**config.mk**
```make
export PLATFORM = sky130hd
export DESIGN_NAME = call_stack
export DESIGN_NICKNAME = d
export VERILOG_FILES = /design/src/rtl/call_stack.sv
export SDC_FILE = /design/constraint.sdc
export NUM_CORES = 1
export LEC_CHECK = 0
export CAP_MARGIN = 20
export CORE_MARGIN = 10
export CORE_UTILIZATION = 24
export CTS_BUF_LIST = sky130_fd_sc_hd__clkbuf_8
export DETAILED_ROUTE_END_ITERATION = 16
export SLEW_MARGIN = 20
export SYNTH_ARGS = -nofsm -noshare
export SYNTH_HDL_FRONTEND = slang
export SYNTH_SLANG_ARGS = --single-unit
```
**constraint.sdc**
```tcl
create_clock -name clk -period 4.11 [get_ports clk]
set_clock_uncertainty 0.1 [all_clocks]
set_input_delay 0.822 -clock clk [delete_from_list [all_inputs] [get_ports clk]]
set_output_delay 0.822 -clock clk [all_outputs]
set_load 0.1 [all_outputs]
```
**src/rtl/call_stack.sv**
```systemverilog
// call_stack: LIFO for the processor call context (PC, R0-R3 per frame).
// Pushes land one cycle later on data_out; pops expose the popped entry
// combinationally during the pop cycle itself.
// Optional sticky error flags are built only when CALL_STACK_ERR_EN is defined;
// without it overflow/underflow read 0 and clr_err is ignored.
module call_stack #(
    parameter int WIDTH = 8,
    parameter int DEPTH = 16,
    parameter int SP_W  = $clog2(DEPTH) + 1
) (
    input  logic             clk,
    input  logic             rst,
    input  logic             push,
    input  logic             pop,
    input  logic [WIDTH-1:0] data_in,
    input  logic             clr_err,
    output logic [WIDTH-1:0] data_out,
    output logic [SP_W-1:0]  sp,
    output logic             empty,
    output logic             full,
    output logic             overflow,
    output logic             underflow
);

    localparam int AW = $clog2(DEPTH);

    // Storage is deliberately not reset; only the pointer defines validity.
    logic [WIDTH-1:0] mem_q [DEPTH];

    logic [SP_W-1:0]  sp_q;
    logic [SP_W-1:0]  sp_d;
    logic [SP_W-1:0]  sp_m1;
    logic [AW-1:0]    top_idx;
    logic             wr_en;
    logic [AW-1:0]    wr_addr;
    logic             set_ovf;
    logic             set_udf;

    assign sp_m1   = sp_q - SP_W'(1);
    assign top_idx = sp_m1[AW-1:0];
    assign empty   = (sp_q == '0);
    assign full    = (sp_q == SP_W'(DEPTH));
    assign sp      = sp_q;

    // Top-of-stack read is combinational so a pop can be consumed in-cycle.
    always_comb begin
        data_out = '0;
        if (!empty) begin
            data_out = mem_q[top_idx];
        end
    end

    // Decode {push, pop} into pointer update, write strobe and error events.
    always_comb begin
        sp_d    = sp_q;
        wr_en   = 1'b0;
        wr_addr = sp_q[AW-1:0];
        set_ovf = 1'b0;
        set_udf = 1'b0;
        unique case ({push, pop})
            2'b10: begin
                if (!full) begin
                    wr_en = 1'b1;
                    sp_d  = sp_q + SP_W'(1);
                end else begin
                    set_ovf = 1'b1;
                end
            end
            2'b01: begin
                if (!empty) begin
                    sp_d = sp_m1;
                end else begin
                    set_udf = 1'b1;
                end
            end
            2'b11: begin
                if (!empty) begin
                    // Replace the top entry in place; legal even when full.
                    wr_en   = 1'b1;
                    wr_addr = top_idx;
                end else begin
                    // Nothing to pop: behave as a plain push, but flag it.
                    wr_en   = 1'b1;
                    wr_addr = '0;
                    sp_d    = SP_W'(1);
                    set_udf = 1'b1;
                end
            end
            default: begin
            end
        endcase
    end

    // Memory write; reset leaves the contents untouched and blocks any write.
    always_ff @(posedge clk) begin
        if (!rst && wr_en) begin
            mem_q[wr_addr] <= data_in;
        end
    end

    // Stack pointer register.
    always_ff @(posedge clk) begin
        if (rst) begin
            sp_q <= '0;
        end else begin
            sp_q <= sp_d;
        end
    end

`ifdef CALL_STACK_ERR_EN
    logic ovf_q;
    logic ovf_d;
    logic udf_q;
    logic udf_d;

    // Sticky flags: a new error in the same cycle wins over clr_err.
    always_comb begin
        ovf_d = set_ovf | (ovf_q & ~clr_err);
        udf_d = set_udf | (udf_q & ~clr_err);
    end

    // Error flag registers.
    always_ff @(posedge clk) begin
        if (rst) begin
            ovf_q <= 1'b0;
            udf_q <= 1'b0;
        end else begin
            ovf_q <= ovf_d;
            udf_q <= udf_d;
        end
    end

    assign overflow  = ovf_q;
    assign underflow = udf_q;
`else
    // Flags disabled: illegal operations are still suppressed above, only
    // the reporting is dropped.
    logic unused_err_sig;
    assign unused_err_sig = &{1'b0, clr_err, set_ovf, set_udf};
    assign overflow  = 1'b0;
    assign underflow = 1'b0;
`endif

endmodule

```
# [After elaboration in Yosys (flattened, before gate mapping)]
# Memory sizes are Yosys's and may differ from the RTL's.
# Cells that the tools add are included.
[word_totals] reg_bits=5 mem_bits_rw=128 input_bits=13 wordCells=27 memories=1
[classes] n_addsub=2 eq_ne=7 muxes=11 reduce_logical=5
[memory_table] memory="mem_q" words=16 width=8 rd=1 rd_clocked_by_memory_dff=0 wr=1 line="28" text="logic [WIDTH-1:0] mem_q [DEPTH];"
[op_table] op="5-bit 2-to-1 mux" count=3
[op_table] op="5-bit case mux with 3 select lines" count=1
[op_table] op="4-bit 2-to-1 mux" count=2
[op_table] op="8-bit 2-to-1 mux" count=1
[op_table] op="2-bit inequality test (second input constant)" count=3
[op_table] op="5-bit by 1-bit adder with 5-bit output (second input constant)" count=1
[op_table] op="5-bit == test (second input constant)" count=1
[op_table] op="5-bit zero test" count=1
[op_table] op="5-bit by 1-bit subtractor with 5-bit output (second input constant)" count=1
[op_table] op="2-bit == test (second input constant)" count=2
[op_table] op="4-bit AND reduction" count=1
[op_table] op="1-bit 2-to-1 mux" count=3
[op_table] op="3-bit nonzero test" count=1
[op_table] op="2-bit by 1-bit == test with 1-bit output (second input constant)" count=1
[op_table] op="1-bit case mux with 2 select lines" count=1
[op_table] op="1-bit logical AND" count=1
[op_table] op="1-bit zero test" count=1

# [Longest topological paths before layout]
[depth] word_depth=6 mapped_depth=10 ltp_nobuf=7

# [Worst setup path after synthesis]
# Ideal clock, no wire load.
[synth_path] path_type="register -> output" from="reg sp_q[0], in the netlist sp[0]" to="out data_out[0]" t_arrival_ps=4278 required_time_ps=3188 slack_ps=-1090 path_stages_with_launch=10 path_cell_list="dfxtp_1 > clkbuf_1 > buf_2 > inv_1 > ha_1 > clkbuf_1 > clkbuf_1 > mux4_2 > mux2i_1 > o22ai_1"
[synth_via] elab_chain_cells=3 elab_cells_between_ends=4
[synth_rtl] element="start: declaration" line="30" text="logic [SP_W-1:0] sp_q;"
[synth_rtl] element="start signal: assignment" line="106" text="sp_q <= sp_d;"
[synth_rtl] element="5-bit by 1-bit subtractor with 5-bit output" line="39" text="assign sp_m1 = sp_q - SP_W'(1);"
[synth_rtl] element="memory 16 x 8 bit"
[synth_rtl] element="8-bit 2-to-1 mux *" line="48" text="if (!empty) begin"
[synth_rtl] element="end: declaration" line="17" text="output logic [WIDTH-1:0] data_out,"
# Every way passes the cells marked *; elsewhere a longest branch is shown, timed or not.

# [Worst setup path in the final report]
[layout_path] from="reg sp_q[2], in the netlist sp[2]" to="out data_out[2]"
# The elaborated chain is that of the path after synthesis.

==> metrics.txt <==
status finished, final reports clean; DP Wirelength roughly 7500 µm; Hold Crit Class flip-flop to flip-flop; max_cap viols 0; drt first-iter violations ~220; Net Sw Frac approximately two fifths; core area around 0.023 mm²; Hold Fails Final Rpt 0; overflow left after global routing 0; RSZ-0062 raised after global routing no; critical setup path kind flip-flop to primary output; setup slack, reg-to-reg approximately 1.1 ns; fin worst setup slack around 0.48 ns; Mean Syn Cell Area about 19 µm²; Cells after Synth between 200 and 300; area of the multi-input gates approximately 0.0016 mm²; slew margin rel. roughly 34%; drt wl/cell about 18 µm; Worst VDD drop 0.359 mV; Post-synth EDFFs 128; # rows 55; LEAKAGE 0.00216 µW; GR Util All Layers under 10%; Top Family by Delay on Critical Path simple AND/OR/NAND/NOR gates; root buffer cell clkbuf_8; total negative setup slack 0 ns; Req. time, crit path approximately 3.2 ns; Post-Route WL approximately 11000 µm; post-synthesis cell type count 50; highest net fanout along the worst path 16; area grow syn2layout 23.2%; sequential power share 33.1%; layout cell share with drive strength beyond 1 between 30% and 40%; Initial Util between 20% and 30%; fraction of registers with async set/reset 0%; Post-Synth Adder-Cell Area 0.452%; CTS Buf Count 17; post-synthesis sequential area ratio slightly above 70%; clk slew on worst S/H paths ~0.07 ns; Worst Setup End Kind primary output; final cell count without fillers 638; n_diodes 0; crit path capture data_out[2]; H-tree levels 4; power share of the clock group 23.3%; critical path, cell by cell o31ai_1 -> and2_2 -> mux2i_1 -> o22ai_4 -> buf_12; Post-DRT Antenna Nets 0; Placed Cells a little over 600; Top FF cell, synth edfxtp_1; hold_ws about 0.49 ns; Die Span Y between 150 and 200 µm; Max stage delay on crit path about 0.6 ns; final number of setup-violating endpoints 0; clock tree from TritonCTS yes; die extent in x 172 µm; final slew viol count 0; Port Buf Inserts 26; Synth Area in Compound Gates about 4.3%; fmax roughly 280 MHz; Reg-to-Reg End mem_q[6][2]; PD cells just under 700 mW/mm²; Seq. cell area slightly below 0.004 mm²; commonest cells after routing, fill and taps aside 128 x edfxtp_1, 32 x mux4_2, 21 x buf_4, 20 x mux2i_1; worst slew pin tran 0.981 ns; critical path launch point sp[2]; total number of vias 2850; dpl ws about 0.47 ns; antenna violations before repair 0; # IOs 30; post-detailed-route via-to-cell ratio between 4 and 5; mux contribution to synthesized area about 17%; largest family of logic cells by synthesized area multiplexers; top cell type's share of synthesized area a little over two thirds; CTS sink cnt 133; Critical-path top delay cell and2_2; first-pass GRT wire length 17900 µm; fill cell count ~2200; # DRC 0; Critical Path Stages 5; combinational share of power 43.6%; Int Pwr 2890 µW; final worst path period need about 3.6 ns; CP startpoint kind flip-flop; Max clock buf depth 2; Post-Synth XOR/XNOR Area less than 1%; Yosys warning total 0; Post-Syn Area approximately 0.0055 mm²; Reg2Reg Depth 8; arrival time at the worst endpoint about 2.7 ns; first-pass iteration count of the detailed router 4; Synth area leader edfxtp_1; launching point of the worst reg2reg path sp[1]; largest net degree at the start of global routing 33; synthesis-stage register bit count roughly 130; clk_lat worst skew between 0.4 and 0.5 ns; Net Sw Power ~1800 µW; nets between 300 and 400; final period utilization roughly nine tenths; Bufs and invs on worst path 1; vias in the first global route roughly 3000; full die area 0.0295 mm²; ranking of synthesized cells by area edfxtp_1 69%, mux4_2 13%, mux2i_1 3.6%, dfxtp_1 1.8%, nor2_1 1.2%; commonest non-fill, non-tap cell in the layout edfxtp_1; Final GP Congestion roughly 0.8; Synth Area in Simple Gates about 4.3%
[registers in the layout, summed over array words and instances (netlist names)]
name / cells
mem_q: 128
sp: 5
[final cells by class]
cell class	count	area share [%]
Sequential cell	133	57.9
Inverter	7	0.385
Timing Repair Buffer	46	7.45
Clock inverter	15	2.42
Multi-Input combinational cell	135	23.2
Clock buffer	17	3.43
Tap cell	285	5.23
[power by group through the flow]
stage          sequential (µW)  combinational (µW)  clock, µW
6_report                  1550                2040       1090
5_1_grt                   1550                2140       1180
4_1_cts                   1550                2080       1110
3_5_place_dp              1580                2070          0
3_3_place_gp              1580                2060          0
2_1_floorplan             1620                1440          0
[cell families (layout without fill, tap and decap cells)]
group	Yosys count	count (layout)
buffers and inverters	26	85
xor gates and xnor gates	1	1
DFF	133	133
other	1	2
and+or+nand+nor	43	43
AOI/OAI and AO/OA	34	34
muxes	53	53
adders and majority gates	2	2
[worst min-delay path: stages (launching register included)]
cell	delay (ns)
dfxtp_1	0.37
o221ai_1	0.10
a21oi_1	0.07
[how the worst min path moves through the flow]
stage                 end  startpoint  slack, ns  cells after the start
global route        sp[4]       sp[4]       0.53                      2
global placement    sp[4]       sp[4]       0.44                      2
detailed placement  sp[4]       sp[4]       0.47                      2
floorplan           sp[1]       sp[1]       0.70                      2
CTS                 sp[4]       sp[4]       0.49                      2
finish              sp[4]       sp[4]       0.49                      2
[routing by layer]
layer | track usage [%] | vias up | routed length (µm)
li1 | - | 1301 | -
met1 | 9.38 | 1481 | 4700
met2 | 14.3 | 53 | 6140
met3 | 2.68 | 15 | 464
met4 | 2.81 | 0 | 141
met5 | 0 | - | 0
[per-stage QoR]
stage                     instance area, µm²  power [µW]  util [%]
after floorplan                         5670        3060         -
after CTS                               6820        4740      30.1
final                                   6820        4680      30.1
after global routing                    6820        4870      30.1
after detailed placement                6420        3660      28.3
after global placement                  6420        3640      28.3
[cells in the mapped netlist, drive strengths merged (4+ instances only)]
cell,n
nor2,17
dfxtp,5
a21oi,6
clkbuf,8
mux2i,20
mux4,32
nand2,5
buf,11
a31oi,4
edfxtp,128
inv,7
o22ai,9
[repair_timing]
item / in CTS / in global routing
setup buffers: 0 / 0
hold buffers: 0 / 0
gates resized for setup: 1 / 0
setup endpoints to repair: 4 / 0
Power figures use the tool's default switching activity.
